$ cat src/rtl/grid_actor_ctrl.sv
// Tile-stepping controller for maze actors: paced step attempts, buffered turns, map-RAM wall checks.
// Optional horizontal tunnel wrap-around is enabled by defining WRAP_TUNNEL_EN.
//
// state  | meaning
// IDLE   | waiting for a step tick; map address shows current tile
// Q_REQ  | first lookup issued for the neighbour in the pending heading
// Q_WAIT | holding that address until the map result arrives
// Q_EVAL | map result valid; take the pending turn or fall back
// C_REQ  | fallback lookup issued for the neighbour in the current heading
// C_WAIT | holding the fallback address
// C_EVAL | fallback result valid; move straight on or report blocked
module grid_actor_ctrl #(
  parameter int COORD_W     = 5,
  parameter int X_MIN       = 1,
  parameter int X_MAX       = 28,
  parameter int Y_MIN       = 1,
  parameter int Y_MAX       = 28,
  parameter int START_X     = 2,
  parameter int START_Y     = 2,
  parameter int START_DIR   = 3,
  parameter int STEP_DIV    = 15,
  parameter int ANIM_FRAMES = 2,
  parameter int MAP_LAT     = 1,
  localparam int ANIM_W     = (ANIM_FRAMES > 1) ? $clog2(ANIM_FRAMES) : 1
) (
  input  logic               clk,
  input  logic               reset,
  input  logic               ce,
  input  logic [1:0]         req_dir,
  output logic [COORD_W-1:0] map_x,
  output logic [COORD_W-1:0] map_y,
  input  logic               map_wall,
  output logic [COORD_W-1:0] xpos,
  output logic [COORD_W-1:0] ypos,
  output logic [1:0]         dir,
  output logic [ANIM_W-1:0]  anim,
  output logic               moved,
  output logic               blocked,
  output logic               busy
);

  localparam int DIV_W = (STEP_DIV > 1) ? $clog2(STEP_DIV) : 1;
  localparam int LAT_W = $clog2(MAP_LAT + 1);

  // One extra bit so that a step off the low edge of the coordinate range is visible.
  typedef logic [COORD_W:0] ext_t;
  localparam ext_t XLO = ext_t'(X_MIN);
  localparam ext_t XHI = ext_t'(X_MAX);
  localparam ext_t YLO = ext_t'(Y_MIN);
  localparam ext_t YHI = ext_t'(Y_MAX);

  typedef enum logic [2:0] {IDLE, Q_REQ, Q_WAIT, Q_EVAL, C_REQ, C_WAIT, C_EVAL} state_t;

  state_t             state;
  logic [DIV_W-1:0]   cnt;
  logic [LAT_W-1:0]   lat_cnt;
  logic [1:0]         pend;
  logic               tick;
  logic [2*COORD_W:0] nb_req, nb_pend, nb_dir;

  // Returns {in_bounds, target_y, target_x}.
  function automatic logic [2*COORD_W:0] nbr(input logic [1:0] d,
                                             input logic [COORD_W-1:0] x,
                                             input logic [COORD_W-1:0] y);
    ext_t tx;
    ext_t ty;
    logic inb;
    tx = {1'b0, x};
    ty = {1'b0, y};
    case (d)
      2'd0:    ty = ty - 1'b1;
      2'd1:    tx = tx - 1'b1;
      2'd2:    ty = ty + 1'b1;
      default: tx = tx + 1'b1;
    endcase
`ifdef WRAP_TUNNEL_EN
    if (d == 2'd1 && tx == ext_t'(X_MIN - 1)) tx = XHI;
    if (d == 2'd3 && tx == ext_t'(X_MAX + 1)) tx = XLO;
`else
`endif
    inb = (tx >= XLO) && (tx <= XHI) && (ty >= YLO) && (ty <= YHI);
    return {inb, ty[COORD_W-1:0], tx[COORD_W-1:0]};
  endfunction

  function automatic logic [ANIM_W-1:0] anim_next(input logic [ANIM_W-1:0] a);
    if (ANIM_FRAMES <= 1) return '0;
    return (a == ANIM_W'(ANIM_FRAMES - 1)) ? '0 : a + 1'b1;
  endfunction

  assign tick    = ce && (cnt == DIV_W'(STEP_DIV - 1));
  assign nb_req  = nbr(req_dir, xpos, ypos);
  assign nb_pend = nbr(pend, xpos, ypos);
  assign nb_dir  = nbr(dir, xpos, ypos);

  // busy stays up through the moved/blocked pulse cycle so a step reads as one window.
  always_ff @(posedge clk) begin
    if (reset) begin
      state   <= IDLE;
      cnt     <= '0;
      lat_cnt <= '0;
      pend    <= 2'(START_DIR);
      xpos    <= COORD_W'(START_X);
      ypos    <= COORD_W'(START_Y);
      dir     <= 2'(START_DIR);
      anim    <= '0;
      map_x   <= COORD_W'(START_X);
      map_y   <= COORD_W'(START_Y);
      moved   <= 1'b0;
      blocked <= 1'b0;
      busy    <= 1'b0;
    end else begin
      moved   <= 1'b0;
      blocked <= 1'b0;
      if (ce) cnt <= (cnt == DIV_W'(STEP_DIV - 1)) ? '0 : cnt + 1'b1;

      case (state)
        IDLE: begin
          busy <= tick;
          if (tick) begin
            pend  <= req_dir;
            // An out-of-bounds target is never looked up; the address stays on the current tile.
            map_x <= nb_req[2*COORD_W] ? nb_req[COORD_W-1:0] : xpos;
            map_y <= nb_req[2*COORD_W] ? nb_req[2*COORD_W-1:COORD_W] : ypos;
            state <= Q_REQ;
          end
        end
        Q_REQ, C_REQ: begin
          lat_cnt <= LAT_W'(MAP_LAT - 1);
          if (MAP_LAT > 1) state <= (state == Q_REQ) ? Q_WAIT : C_WAIT;
          else             state <= (state == Q_REQ) ? Q_EVAL : C_EVAL;
        end
        Q_WAIT, C_WAIT: begin
          lat_cnt <= lat_cnt - 1'b1;
          if (lat_cnt == LAT_W'(1)) state <= (state == Q_WAIT) ? Q_EVAL : C_EVAL;
        end
        Q_EVAL: begin
          if (nb_pend[2*COORD_W] && !map_wall) begin
            xpos  <= nb_pend[COORD_W-1:0];
            ypos  <= nb_pend[2*COORD_W-1:COORD_W];
            map_x <= nb_pend[COORD_W-1:0];
            map_y <= nb_pend[2*COORD_W-1:COORD_W];
            dir   <= pend;
            anim  <= anim_next(anim);
            moved <= 1'b1;
            state <= IDLE;
          end else if (pend == dir) begin
            blocked <= 1'b1;
            map_x   <= xpos;
            map_y   <= ypos;
            state   <= IDLE;
          end else begin
            map_x <= nb_dir[2*COORD_W] ? nb_dir[COORD_W-1:0] : xpos;
            map_y <= nb_dir[2*COORD_W] ? nb_dir[2*COORD_W-1:COORD_W] : ypos;
            state <= C_REQ;
          end
        end
        C_EVAL: begin
          if (nb_dir[2*COORD_W] && !map_wall) begin
            xpos  <= nb_dir[COORD_W-1:0];
            ypos  <= nb_dir[2*COORD_W-1:COORD_W];
            map_x <= nb_dir[COORD_W-1:0];
            map_y <= nb_dir[2*COORD_W-1:COORD_W];
            anim  <= anim_next(anim);
            moved <= 1'b1;
          end else begin
            blocked <= 1'b1;
            map_x   <= xpos;
            map_y   <= ypos;
          end
          state <= IDLE;
        end
        default: state <= IDLE;
      endcase
    end
  end

endmodule

$ cat config.mk
export PLATFORM = sky130hd
export DESIGN_NAME = grid_actor_ctrl
export DESIGN_NICKNAME = d
export VERILOG_FILES = /design/src/rtl/grid_actor_ctrl.sv
export SDC_FILE = /design/constraint.sdc
export NUM_CORES = 1
export LEC_CHECK = 0
export BUFFER_PORTS_ARGS = -buffer_cell sky130_fd_sc_hd__buf_2
export CORE_MARGIN = 5
export CORE_UTILIZATION = 30
export DETAILED_ROUTE_END_ITERATION = 6
export PLACE_DENSITY_LB_ADDON = 0.08
export SLEW_MARGIN = 30
export SYNTH_ARGS = -nofsm -noshare
export SYNTH_HDL_FRONTEND = slang
export SYNTH_SLANG_ARGS = --single-unit
$ cat constraint.sdc
create_clock -name clk -period 8.1 [get_ports clk]
set_input_delay 0.81 -clock clk [delete_from_list [all_inputs] [get_ports clk]]
set_output_delay 0.81 -clock clk [all_outputs]
set_load 0.03 [all_outputs]
==> results.ini, run 1 <==
[drt]
dr.pass1.iters = 4
wl_per_cell_um = 19.0
wl_met1_um = 5260
via_per_inst = 5.67
vias = 3293
drtIter0Drc = 182
wl_met2_um = 4990
ant_nets = 0
wl_um = 11000
drc = 0
dr.max_layer_used = met4
met3_length_um = 502

[run_status]
status = complete, no violations

[timing]
period_share = 0.497
relSlewSlack = 0.445
setup_ws_ns = 4.08
fin_tns_setup_ns = 0
hold_violations = 0
skew_ns = 0.00776
setup_viol = 0
worstMarginPinSlew_ns = 0.831
final.min_clock_period_ns = 4.02
fmax_ghz = 0.248
slew_viol_final = 0
rsz0062_at_grt = no

[power]
powerDensity_mw_per_mm2 = 112
ir_worst_vdd_v = 0.0000667
power.total_uw = 398
p_leak_uw = 0.00133

[finish]
final_cell_mix = nand2_1 (39), dfxtp_1 (36), nor2_1 (34)
fin_area_mm2 = 0.00355
mostFrequentLayoutCell = nand2_1
diodes = 0
finalNonFillerCells = 581
fin_nets = 450
drive_gt1_frac = 0.132
syn_to_final_growth_pct = 8.29

[placement]
place_congestion = 0.875
hpwl_um = 7940
place_area_mm2 = 0.00344
io_buffer_count = 31
pre_cts_ws_ns = 4.15
dp.cells = 573

[global_route]
first_global_vias = 3163
grt_pass1_wl_um = 17600
gr-total-overflow = 0
antenna_found_initial = 0
grt_max_degree = 37
grt_usage = 0.170

[die]
die_w_um = 114
core_mm2 = 0.0108
dieArea_mm2 = 0.0131
num_rows = 38
ioPinCount = 32
start_util = 0.304
dieHeight_um = 114

[worst_hold_path]
hold_path.class = flop to flop
hp-start = busy

[synth]
postSynthNetCount = 448
synth_edf_count = 0
synth-seq-cells = 36
avgSynthCellArea_um2 = 7.48
yosys.cell_types.count = 67
yosysWarnings = 0
synth.cell_area_mm2 = 0.00328
seq_area_frac_synth = 0.220
async_reset_ff_frac = 0
ys.flop_type = dfxtp_1
synthCells = 438

[setup_path]
required_ns = 8.33
crit_path_start_kind = flop
critPathMaxFanout = 16
crit_path_start = ypos[0]
crit_arrival_ns = 4.25
end_kind = flop
rr_startpoint = ypos[0]
crit_type = flop to flop

[cts]
clockBufferDepth = 2
ctsHoldBuffers = 0
post_cts.repair.setup_buffers = 0
numCtsBuffers = 5
cts.clk_slew.worst_paths_ns = 0.08
clock_latency_ns = 0.30
htreeDepth = 2
cts_sinks = 36
cts_tree = yes
cts_resized = 0
clock-root-buffer = clkbuf_8

[run]
maxCapViolCount = 0

[logic make-up after synthesis]
kind of cell | after synthesis | synth area share
simple gates | 176 | 0.291
mux | 19 | 0.0676
compound gates | 115 | 0.234
buf+inv | 50 | 0.0703
fa+ha+maj | 4 | 0.0153
xor+xnor | 38 | 0.102
flops | 36 | 0.220
[worst max-delay path: stages (launching register included)]
cell and delay (ns):
dfxtp_1 0.65, inv_1 0.19, ha_1 0.41, xor2_1 0.30
a22oi_1 0.15, nor3_1 0.15, or4bb_1 0.51, nand4bb_1 0.21
nand2b_1 0.60, and2_1 0.50, a221oi_1 0.16, nor2_1 0.12
[area by class of cell]
type | instances | area (um2)
clock buffer | 5 | 68.8
clock inverter | 3 | 42.5
fill | 1192 | 7250
inverter | 12 | 45.0
multi-input combinational | 352 | 2320
sequential | 36 | 721
tap | 140 | 175
timing repair buffer | 33 | 170
[flip-flops by register name, indices dropped and copies added (netlist names), 2 cells and up]
register	cells
xpos	5
state	3
ypos	5
dir	2
map_x	5
map_y	5
pend	2
cnt	4
[path summary, 6_finish.rpt]
kind	end	slack [ns]	depth (start not counted)
worst min-delay path	busy	0.47	2
worst max-delay path	xpos[2]	4.08	11
worst min register to register	busy	0.47	2
worst max register to register	xpos[2]	4.08	11
[routing by layer]
layer	GRT usage	up-vias
met4	0.0570	0
met2	0.267	93
met5	0	-
li1	-	1613
met1	0.233	1567
met3	0.0312	20
[through the flow]
stage,util,hold WS [ns]
finish,0.329,0.472
CTS,0.329,0.472
floorplan,-,0.492
detailed placement,0.318,0.458
global placement,0.318,0.458
global route,0.329,0.510
[synth_stat cells (8+ instances only)]
master | count | area (um2)
nand3_1 | 9 | 45.0
and3_1 | 9 | 56.3
nand2_1 | 39 | 146
clkbuf_1 | 18 | 67.6
nand4_1 | 14 | 87.6
a21oi_1 | 26 | 130
mux2i_1 | 12 | 120
or4_1 | 8 | 60.1
xor2_1 | 20 | 175
inv_1 | 12 | 45.0
nor3_1 | 14 | 70.1
o21ai_0 | 27 | 135
buf_2 | 13 | 65.1
o22ai_1 | 8 | 50.1
nor2_1 | 34 | 128
dfxtp_1 | 36 | 721
xnor2_1 | 18 | 158
[power by group]
group          switching (uW)  total, uW  internal (uW)
clock network            72.6        164           91.1
logic                    28.3       44.9           16.6
registers                8.68        189            181
(Power assumes the default switching activity.)
==> run 2, diff against run 1 <==
Clock period 8.1 ns to 3.75 ns, I/O delays scaled along.
==> run 2 against run 1 <==
Effect of this change:
- wire length up 2.2%
- setup slack worse by 3.8 ns
- combinational power up 130%
- critical path depth unchanged
- final cell count up 2.8%
- highest routed layer unchanged
- final area up 2.7%
- clock power up 73%
==> results.ini, run 2 (synthesis gave the netlist of run 1 again) <==
[drt]
vias = 3412  ; was 3293
dr.pass1.iters = 5  ; was 4
drtIter0Drc = 230  ; was 182
drc = 0  ; unchanged
ant_nets = 0  ; unchanged
via_per_inst = 5.72  ; was 5.67
wl_per_cell_um = 18.9  ; was 19.0 um
wl_um = 11300  ; was 11000 um

[cts]
post_cts.repair.setup_buffers = 0  ; unchanged
numCtsBuffers = 5  ; unchanged
clock_latency_ns = 0.29  ; was 0.30 ns
cts_tree = yes  ; unchanged
clockBufferDepth = 2  ; unchanged
htreeDepth = 2  ; unchanged
cts_resized = 0  ; unchanged
cts.clk_slew.worst_paths_ns = 0.08  ; about the same
ctsHoldBuffers = 0  ; unchanged
clock-root-buffer = clkbuf_8  ; unchanged
cts_sinks = 36  ; unchanged

[placement]
place_congestion = 0.858  ; was 0.875
hpwl_um = 8460  ; was 7940 um
io_buffer_count = 31  ; unchanged

[global_route]
use_met3 = 0.0275  ; was 0.0312
met2_usage = 0.270  ; was 0.267
antenna_found_initial = 0  ; unchanged
grt_usage = 0.171  ; was 0.170
grt_pass1_wl_um = 17600  ; about the same
gr-total-overflow = 0  ; unchanged
grtUsageMet1 = 0.234  ; was 0.233
first_global_vias = 3162  ; was 3163
grt.busiest_layer = met2  ; unchanged
grt_max_degree = 37  ; unchanged

[power]
p_leak_uw = 0.00140  ; was 0.00133 uW
powerDensity_mw_per_mm2 = 217  ; was 112 mW/mm2
ir_worst_vdd_v = 0.000120  ; was 0.0000667 V

[timing]
fmax_ghz = 0.290  ; was 0.248 GHz
period_share = 0.919  ; was 0.497
rsz0062_at_grt = no  ; unchanged
relSlewSlack = 0.539  ; was 0.445
setup_viol = 0  ; unchanged
worstMarginPinSlew_ns = 0.692  ; was 0.831 ns
fin_tns_setup_ns = 0  ; unchanged
hold_violations = 0  ; unchanged
final.min_clock_period_ns = 3.45  ; was 4.02 ns
skew_ns = 0.00599  ; was 0.00776 ns
slew_viol_final = 0  ; unchanged

[finish]
final_cell_mix = nand2_1 (39), dfxtp_1 (36), nor2_1 (34)  ; unchanged
fill_cells = 1160  ; was 1192
diodes = 0  ; unchanged
mostFrequentLayoutCell = nand2_1  ; unchanged
fin_nets = 466  ; was 450
regArea_um2 = 721  ; unchanged
multi_input_area_mm2 = 0.00232  ; unchanged
syn_to_final_growth_pct = 11.2  ; was 8.29%
postLayoutCoreUtil = 0.338  ; was 0.329
drive_gt1_frac = 0.162  ; was 0.132

[die]
dieHeight_um = 114  ; unchanged
num_rows = 38  ; unchanged
dieArea_mm2 = 0.0131  ; unchanged
ioPinCount = 32  ; unchanged
die_w_um = 114  ; unchanged
start_util = 0.304  ; unchanged
core_mm2 = 0.0108  ; unchanged

[setup_path]
crit_arrival_ns = 3.65  ; was 4.25 ns
critPathMaxFanout = 10  ; was 16
worstPathCellList = inv_1, ha_1, xor2_1, a22oi_1, nor3_1, or4bb_1, nand4bb_1, and2_1, o2bb2ai_1, mux2i_1, a311oi_1  ; was inv_1, ha_1, xor2_1, a22oi_1, nor3_1, or4bb_1, nand4bb_1, nand2b_1, and2_1, a221oi_1, nor2_1
r2r_slack_ns = 0.30  ; was 4.08 ns
crit_path_start_kind = flop  ; unchanged
end_kind = flop  ; unchanged
slowest_delay_ns = 0.55  ; was 0.65 ns
required_ns = 3.95  ; was 8.33 ns
crit_type = flop to flop  ; unchanged
critical-path-slowest-cell = or4bb_1  ; was dfxtp_1

[worst_hold_path]
hold_path.class = input pin to flop  ; was flop to flop

[run]
maxCapViolCount = 0  ; unchanged

[run_status]
status = complete, no violations  ; unchanged

## run 2: changes by cell type in the layout (fill, tap and decap cells not counted), sizes merged
cell and change:
buf +16, bufinv -1, clkinv +2, clkinvlp -1
## run 2: where the power goes
group	internal [uW]	switching, uW
combinational	37.3	64.6
sequential	390	14.8
clock	130	154
## run 2: per-stage QoR
stage	instances	hold WS (ns)	cell area, um2	setup WS [ns]	power, uW
final	597	0.386	3640	0.303	791
after global routing	597	0.405	3640	0.0999	832
after CTS	597	0.377	3640	0.326	804
after detailed placement	589	0.472	3560	0.367	515
after global placement	589	0.461	3560	0.285	516
after floorplan	438	0.492	3280	0.465	486
## run 2: metal layers
layer / up-vias / part of all wire
li1: 1657 / -
met1: 1618 / 0.46
met2: 119 / 0.45
met3: 18 / 0.060
met4: 0 / 0.028
met5: - / 0
## run 2: worst paths after layout
path | startpoint | to | cells past startpoint
min reg2reg | busy | busy | 2
max reg2reg | ypos[0] | map_y[0] | 11
min | ce | cnt[1] | 3
max | ypos[0] | map_y[0] | 11
## run 2: layout make-up
cell class              count  area share
multi-input cells         352       0.638
flip-flops and latches     36       0.198
repair buffers             49      0.0797
well taps                 140      0.0481
clock buffers               5      0.0189
inverters                  12      0.0124
clock inverters             3     0.00515
## run 2: worst max-delay path, delay by kind of cell (launching register included)
kind	cells	cell delay, ns
AOI/OAI and AO/OA	3	0.62
adders and majority gates	1	0.38
xor gates and xnor gates	1	0.33
DFF	1	0.38
muxes	1	0.11
and+or+nand+nor	4	1.40
buffers and inverters	1	0.13
